`src/rtl/cpu_sequencer_pkg.sv`:
```
// Shared state encoding and instruction constants for the CPU sequencer.
// Imported by the top-level sequencer and by its next-PC sub-module.
package cpu_sequencer_pkg;

    typedef enum logic [2:0] {
        ST_FETCH = 3'd0,
        ST_EXEC  = 3'd1,
        ST_DMEM  = 3'd2,
        ST_HALT  = 3'd3,
        ST_ERR   = 3'd4
    } state_t;

    localparam logic [31:0] EBREAK_INSN = 32'h0010_0073;
    localparam logic [31:0] PC_STEP     = 32'd4;

endpackage

```
`src/rtl/cpu_sequencer_next_pc.sv`:
```
// Next-PC selection for the sequencer: sequential, PC-relative or register target,
// plus a flag that marks a target that is not word aligned.
module cpu_sequencer_next_pc
    import cpu_sequencer_pkg::*;
(
    input  logic [31:0] pc,
    input  logic [31:0] imm32,
    input  logic [31:0] alu_result,
    input  logic        branch_taken,
    input  logic        direct_branch,
    output logic [31:0] target,
    output logic        misaligned
);

    // Register targets drop bit 0 before the alignment check, as JALR requires.
    always_comb begin
        if (branch_taken && direct_branch) begin
            target = pc + imm32;
        end else if (branch_taken) begin
            target = {alu_result[31:1], 1'b0};
        end else begin
            target = pc + PC_STEP;
        end
    end

    assign misaligned = (target[1:0] != 2'b00);

endmodule

```
`src/rtl/cpu_sequencer.sv`:
```
// Multi-cycle instruction sequencer: fetch, execute, optional store handshake,
// with EBREAK halt and a terminal error state for ack timeouts or bad targets.
module cpu_sequencer
    import cpu_sequencer_pkg::*;
#(
    parameter logic [31:0] RESET_PC    = 32'h0000_0000,
    parameter int          ACK_TIMEOUT = 15
) (
    input  logic        clk,
    input  logic        rst_n,
    output logic        imem_req,
    output logic [31:0] imem_addr,
    input  logic        imem_ack,
    input  logic [31:0] imem_rdata,
    output logic [31:0] ir,
    output logic [31:0] pc,
    output logic [31:0] pc_plus4,
    input  logic        rf_we_in,
    input  logic        mem_we_in,
    input  logic        branch_taken,
    input  logic        direct_branch,
    input  logic [31:0] imm32,
    input  logic [31:0] alu_result,
    output logic        rf_we,
    output logic        dmem_req,
    input  logic        dmem_ack,
    output logic [31:0] retired,
    output logic        halted,
    output logic        err
);

    localparam int               CNT_W     = (ACK_TIMEOUT < 2) ? 1 : $clog2(ACK_TIMEOUT);
    localparam logic [CNT_W-1:0] WAIT_LAST = CNT_W'(ACK_TIMEOUT - 1);
    localparam logic [CNT_W-1:0] WAIT_ONE  = CNT_W'(1);
    localparam logic [CNT_W-1:0] WAIT_ZERO = CNT_W'(0);

    state_t           state_r, state_s;
    logic [31:0]      pc_r, pc_s, ir_r, ir_s, retired_r, retired_s;
    logic [CNT_W-1:0] wait_r, wait_s;
    logic             imem_req_r, dmem_req_r, halted_r, err_r, rf_we_s;
    logic [31:0]      npc_s;
    logic             npc_misaligned_s;

    cpu_sequencer_next_pc u_next_pc (
        .pc            (pc_r),
        .imm32         (imm32),
        .alu_result    (alu_result),
        .branch_taken  (branch_taken),
        .direct_branch (direct_branch),
        .target        (npc_s),
        .misaligned    (npc_misaligned_s)
    );

    // Next-state, architectural updates and the single-cycle register-write gate.
    always_comb begin
        state_s   = state_r;
        pc_s      = pc_r;
        ir_s      = ir_r;
        retired_s = retired_r;
        wait_s    = wait_r;
        rf_we_s   = 1'b0;
        case (state_r)
            ST_FETCH: begin
                if (imem_ack) begin
                    ir_s    = imem_rdata;
                    state_s = ST_EXEC;
                end else if (wait_r == WAIT_LAST) begin
                    state_s = ST_ERR;
                end else begin
                    wait_s = wait_r + WAIT_ONE;
                end
            end
            ST_EXEC: begin
                wait_s = WAIT_ZERO;
                if (ir_r == EBREAK_INSN) begin
                    state_s = ST_HALT;
                end else if (mem_we_in) begin
                    state_s = ST_DMEM;
                end else if (npc_misaligned_s) begin
                    state_s = ST_ERR;
                end else begin
                    rf_we_s   = rf_we_in;
                    pc_s      = npc_s;
                    retired_s = retired_r + 32'd1;
                    state_s   = ST_FETCH;
                end
            end
            ST_DMEM: begin
                if (dmem_ack) begin
                    pc_s      = pc_r + PC_STEP;
                    retired_s = retired_r + 32'd1;
                    wait_s    = WAIT_ZERO;
                    state_s   = ST_FETCH;
                end else if (wait_r == WAIT_LAST) begin
                    state_s = ST_ERR;
                end else begin
                    wait_s = wait_r + WAIT_ONE;
                end
            end
            ST_HALT: state_s = ST_HALT;
            ST_ERR:  state_s = ST_ERR;
            default: state_s = ST_ERR;
        endcase
    end

    // State and datapath registers; request/status flags are registered decodes of the next state.
    always_ff @(posedge clk or negedge rst_n) begin
        if (!rst_n) begin
            state_r    <= ST_FETCH;
            pc_r       <= RESET_PC;
            ir_r       <= 32'd0;
            retired_r  <= 32'd0;
            wait_r     <= WAIT_ZERO;
            imem_req_r <= 1'b1;
            dmem_req_r <= 1'b0;
            halted_r   <= 1'b0;
            err_r      <= 1'b0;
        end else begin
            state_r    <= state_s;
            pc_r       <= pc_s;
            ir_r       <= ir_s;
            retired_r  <= retired_s;
            wait_r     <= wait_s;
            imem_req_r <= (state_s == ST_FETCH);
            dmem_req_r <= (state_s == ST_DMEM);
            halted_r   <= (state_s == ST_HALT);
            err_r      <= (state_s == ST_ERR);
        end
    end

    assign imem_req  = imem_req_r;
    assign imem_addr = pc_r;
    assign ir        = ir_r;
    assign pc        = pc_r;
    assign pc_plus4  = pc_r + PC_STEP;
    assign rf_we     = rf_we_s;
    assign dmem_req  = dmem_req_r;
    assign retired   = retired_r;
    assign halted    = halted_r;
    assign err       = err_r;

endmodule

```
`config.mk`:
```
export PLATFORM = sky130hd
export DESIGN_NAME = cpu_sequencer
export DESIGN_NICKNAME = d
export VERILOG_FILES = /design/src/rtl/cpu_sequencer_pkg.sv /design/src/rtl/cpu_sequencer_next_pc.sv /design/src/rtl/cpu_sequencer.sv
export SDC_FILE = /design/constraint.sdc
export NUM_CORES = 1
export LEC_CHECK = 0
export BUFFER_PORTS_ARGS = -buffer_cell sky130_fd_sc_hd__buf_4
export CORE_MARGIN = 1
export CORE_UTILIZATION = 30
export DETAILED_ROUTE_END_ITERATION = 16
export PLACE_DENSITY = 0.59
export SLEW_MARGIN = 10
export SYNTH_ARGS = -nofsm -noshare
export SYNTH_HDL_FRONTEND = slang
export SYNTH_SLANG_ARGS = --single-unit
export TNS_END_PERCENT = 1
```
`constraint.sdc`:
```
create_clock -name clk -period 4.3 [get_ports clk]
set_input_delay 0.215 -clock clk [delete_from_list [all_inputs] [get_ports clk]]
set_output_delay 0.215 -clock clk [all_outputs]
set_load 0.05 [all_outputs]
```
[Word-level counts from Yosys, hierarchy flattened]
Index checks and enable logic that the tools add are counted.
Storage, ports and cells
  input port bits: 104
  register bits after elaboration: 107
  logic and storage cells: 62
  output and inout port bits: 165
Operators by class
  muxes and demuxes: 27
  reductions and logical operators: 9
  equality and inequality tests: 13
  $add $sub $neg: 4
Operators with widths (number)
  $mux 32: 10
  $pmux 32 s2: 2
  $add 32x1->32 const B: 1
  $add 32x3->32 const B: 1
  $add 32x32->32: 1
  $eq 32x21->1 const B: 1
  $mux 3: 6
  $eq 3x2->1 const B: 4
  $mux 4: 3
  $pmux 3 s4: 1
  $pmux 4 s3: 1
  $ne 2x2->1 const B: 5
  $logic_not 3->1: 2
  $reduce_and 5->1: 1
  $add 4x1->4 const B: 1
  $eq 4x4->1 const B: 1
  $mux 1: 4
  $reduce_and 2->1: 2
  $reduce_bool 2->1: 2
  $eq 3x1->1 const B: 1
  $eq 3x3->1 const B: 1
  $reduce_bool 3->1: 1
  $logic_and 1x1->1: 1

[Longest topological paths before layout]
  depth in word-level cells: 9
  depth in mapped cells: 10
  gate-level depth less buffers: 10

[Modules after synthesis]
A second synthesis with hierarchy kept.
Unflattened totals
  cell total of the unflattened synthesis: 1029
  area total of the unflattened synthesis: 8822.2 µm²
Modules (own cells, without submodules)
  cpu_sequencer: seq. area each 2678.8 µm², times used 1, cells each 591, area each 5944.5 µm²
  cpu_sequencer_next_pc: seq. area each 0.0 µm², times used 1, cells each 438, area each 2877.8 µm²

[Worst setup path after synthesis]
No wires, ideal clock.
  path kind: register -> register
  start: register pc_r[14], in the netlist imem_addr[14]
  end: register pc_r[24], in the netlist imem_addr[24]
  period minus slack after synthesis: 3.071 ns
  path buffers: 2
  arrival: 2.994 ns
  required time: 4.222 ns
  stages on the path, launching flop included: 10
  path slack: 1.229 ns
  library setup time: 0.078 ns
  cell sequence: dfrtp_1 > buf_4 > and3_4 > and4_4 > and3_1 > buf_6 > nand3_4 > xnor2_1 > a221oi_1 > a21oi_1
Between the ends
  cells in the longest elaborated chain, start to end: 7
  elaborated cells on any way between the ends: 9
  classes of those cells: add/sub (2); mux (7)
RTL lines
  start: declaration: RTL line cpu_sequencer.sv:38  | logic [31:0] pc_r, pc_s, ir_r, ir_s, retired_r, retired_s;
  start signal: assignment: RTL line cpu_sequencer.sv:120  | pc_r <= pc_s;
  $add 32x3->32 *
  net pc_plus4[24]: RTL line cpu_sequencer.sv:17  | output logic [31:0] pc_plus4,
  $mux 32: RTL line cpu_sequencer_next_pc.sv:19  | end else if (branch_taken) begin
  $mux 32: RTL line cpu_sequencer_next_pc.sv:17  | if (branch_taken && direct_branch) begin
  $mux 32: RTL line cpu_sequencer.sv:79  | end else if (npc_misaligned_s) begin
  $mux 32: RTL line cpu_sequencer.sv:77  | end else if (mem_we_in) begin
  $mux 32: RTL line cpu_sequencer.sv:75  | if (ir_r == EBREAK_INSN) begin
  $pmux 32 s2 *: RTL line cpu_sequencer.sv:62  | case (state_r)
The timed path passes the listed nets; every way through them passes the cells marked *. The select of a mux whose other input is x is not followed.
A chain may end at the register's enable or synchronous reset.

[Worst setup path in the final report]
  start: register pc_r[0], in the netlist imem_addr[0]
  end: register pc_r[31], in the netlist imem_addr[31]
Between the ends
  cells in the longest elaborated chain, start to end: 7
  elaborated cells on any way between the ends: 12
  classes of those cells: add/sub (2); eq/ne (1); mux (7); reduce/logical (2)
RTL lines (RTL line)
  $add 32x3->32: cpu_sequencer_next_pc.sv:22, cpu_sequencer.sv:90
  $mux 32: cpu_sequencer_next_pc.sv:19
  $mux 32: cpu_sequencer_next_pc.sv:17
  $mux 32: cpu_sequencer.sv:79
  $mux 32: cpu_sequencer.sv:77
  $mux 32: cpu_sequencer.sv:75
  $pmux 32 s2: cpu_sequencer.sv:62
Parallel ways exist; a longest one is shown, timed or not. The select of a mux whose other input is x is not followed.

==> results by group <==
Clock network
  – H-Tree Depth: 3
  – CTS Sinks: 107
  – Postcts setup bufs: 0
  – Clk buf depth: 2
  – Clk root buf: clkbuf_16
  – Cts bufs inserted: 9
  – Worst skew pair latency: 360 ps
  – Reg clk slew, reported paths: 80 ps
  – CTS tree: built

Die
  – Die area: 26,690 um^2
  – Row cnt: 58
  – Initial cell density of the core: 30.76%
  – I/O pins: 269
  – Core ar.: 25,400 um^2
  – Die Width: 163.4 um
  – Die Y: 163.4 um

Power and ir drop
  – Total power draw: a little under 0.008 W
  – Leakage: 4.836 nW
  – Power Dens Cells: approximately 780 nW/um^2
  – VDD IR max: 531.5 uV

Hold path
  – WHS Path Cells: 2
  – Min-delay worst type: primary input to flop
  – Worst Hold End: ir[23]$_DFFE_PN0P_
  – Min-delay src: imem_rdata[23]

Routing
  – Vias per cell: 5.131
  – DRC Markers: 0
  – Vias: approximately 7,200
  – First-pass DRT Iterations: 5
  – Initial DRC Count: 531
  – WL final: 25,160 um
  – Drt wl/cell: 17.95 um
  – Number of routed nets with antenna violations: 0

Final layout
  – Post-route cell area: just over 10,000 um^2
  – Area growth from synthesis to layout: 30.50%
  – Commonest non-fill, non-tap cells in the layout: buf_4, dfrtp_1, nand2_1
  – Layout cells sized above 1: approximately 34%
  – Layout Nets: 1,206
  – Most common cell after layout, fill and taps aside: buf_4

Timing
  – Skew final: 16.49 ps
  – Fmax: 0.3005 GHz
  – Pins Over Slew Limit: 0
  – Final hold vios: 0
  – Hold Slack: 89.27 ps
  – Setup_tns: 0 ps
  – Worst slew margin: 42.65%
  – Crit share post-route: 77.39%
  – Final Setup Violations: 0
  – Final worst slack: 972.2 ps
  – Worst Tran Pin Value: 860.2 ps
  – Final min period: 3328 ps
  – RSZ-0062 raised after global routing: false

Placed design
  – Port Buffers: 267
  – Dpl hpwl: 19,600 um
  – Placer Congestion: 0.8703
  – Pre-CTS WS: between 900 and 1000 ps
  – Post-DP Area: 9867 um^2

Job
  – MaxCap Viol Count: 0

Worst setup path
  – Worst Path Required: 4530 ps
  – Crit path max fanout: 16
  – R2R Path End: imem_addr[31]$_DFFE_PN0P_
  – CP startpoint kind: flop
  – CP arrival: 3560 ps
  – Worst setup EP type: flop
  – FF-to-FF Start: imem_addr[0]$_DFFE_PN0P_
  – Path type of the worst setup path: flop to flop
  – Setup slack, reg-to-reg: 970 ps
  – Worst R2R Path Depth: 10

Global route
  – Initial antenna violation count: 1
  – First-pass GRT wire length: between 30,000 and 40,000 um
  – Grt ovf: 0
  – Vias in the first global route: between 6,000 and 7,000
  – Total GRT Usage: 18.58%
  – Largest net degree at the start of global routing: 44

Yosys
  – #FFs+latches synth: 107
  – Yosys warnings: 0
  – Syn_nets: 993
  – Post-synth cell types: 83
  – Post-synth EDFFs: 0
  – Cell area after synthesis: 7814 um^2
  – Syn Inst Count: approximately 850
  – Mapped Avg Cell Area: 9.160 um^2
  – Most common flop cell mapped by yosys: dfrtp_1
  – Asr flop ratio synth: 100.0%
  – Seq/Total Area, Yosys: ~34%

Outcome
  – Status: finished, final reports clean
## worst max path at each step
| stage | from | end | cells after the start |
|---|---|---|---|
| 2_1_floorplan | imem_addr[14]$_DFFE_PN0P_ | imem_addr[24]$_DFFE_PN0P_ | 9 |
| 3_3_place_gp | imem_addr[0]$_DFFE_PN0P_ | imem_addr[14]$_DFFE_PN0P_ | 7 |
| 3_5_place_dp | imem_addr[0]$_DFFE_PN0P_ | imem_addr[14]$_DFFE_PN0P_ | 7 |
| 4_1_cts | imem_addr[0]$_DFFE_PN0P_ | imem_addr[14]$_DFFE_PN0P_ | 7 |
| 5_1_grt | imem_addr[0]$_DFFE_PN0P_ | imem_addr[28]$_DFFE_PN0P_ | 9 |
| 6_report | imem_addr[0]$_DFFE_PN0P_ | imem_addr[31]$_DFFE_PN0P_ | 10 |
## layout make-up
class	count	area, um^2
diodes	1	2.502
clock buffers	9	225.2
clock inverters	7	92.59
fillers	2589	15200
inverters	16	60.06
multi-input cells	658	4666
flip-flops and latches	107	2679
well taps	330	412.9
repair buffers	274	2059
## registers in the layout (all words and copies together), names as in the netlist, 3 cells and up
name	cells
retired	32
imem_addr	32
state_r	3
wait_r	4
ir	32
## cell families after synthesis
logic type	synth area share, %
AO/OA/AOI/OAI	17.90
flip-flops	34.28
AND/OR/NAND/NOR	19.68
adder cells (fa/ha/maj)	5.861
buffers and inverters	6.245
XOR/XNOR	9.720
multiplexers	6.309
## cells in the mapped netlist (7+ instances only)
| cell type | n | share of area (%) |
|---|---|---|
| mux2i_1 | 11 | 1.4 |
| xor2_1 | 33 | 3.7 |
| mux2_2 | 34 | 4.9 |
| nand2b_1 | 7 | 0.56 |
| inv_1 | 16 | 0.77 |
| a31oi_1 | 8 | 0.64 |
| nand4_1 | 19 | 1.5 |
| dfrtp_1 | 106 | 34 |
| and2_1 | 11 | 0.88 |
| a21oi_1 | 54 | 3.5 |
| nor2_1 | 59 | 2.8 |
| o22ai_1 | 9 | 0.72 |
| o21ai_0 | 41 | 2.6 |
| a211oi_1 | 7 | 0.67 |
| xnor2_1 | 50 | 5.6 |
| nor3_1 | 19 | 1.2 |
| nor4_1 | 8 | 0.64 |
| and3_1 | 30 | 2.4 |
| ha_1 | 35 | 5.6 |
| buf_4 | 37 | 3.6 |
| nand2_1 | 77 | 3.7 |
| nand3_1 | 18 | 1.2 |
| clkbuf_1 | 24 | 1.2 |
| a21o_1 | 16 | 1.5 |
| buf_2 | 9 | 0.58 |
## routing by layer
metal  wire length, um  global-route usage, %  vias up
met4               277                  3.696        0
met2             11930                  29.93      226
met1             11600                  26.24     3467
li1                  -                      -     3485
met5                 0                      0        -
met3              1348                  2.717       16
## metrics by stage
step,std cells,util [%]
global route,1402,40.15
finish,1402,40.15
detailed placement,1384,38.85
floorplan,853,-
global placement,1384,38.85
CTS,1401,40.14
## critical path: stages (launching register included)
cell,delay [ps]
dfrtp_1,460
ha_1,270
fa_1,420
o21ai_0,170
a31oi_1,200
o31ai_4,680
buf_4,370
nand2_1,230
nor2_1,210
a211oi_2,60
a21boi_1,140
## repair_timing
action,CTS,global route
hold buffers,1,0
gates resized for setup,0,0
hold endpoints to repair,34,0
endpoints found under the setup margin,0,0
## power by group
group / internal, W / leakage, nW / switching, W
Combinational: 0.00174 / 3.34 / 0.00348
Sequential: 0.00133 / 1.34 / 0.000516
Clock: 0.000468 / 0.155 / 0.000426
Power figures use the tool's default switching activity.
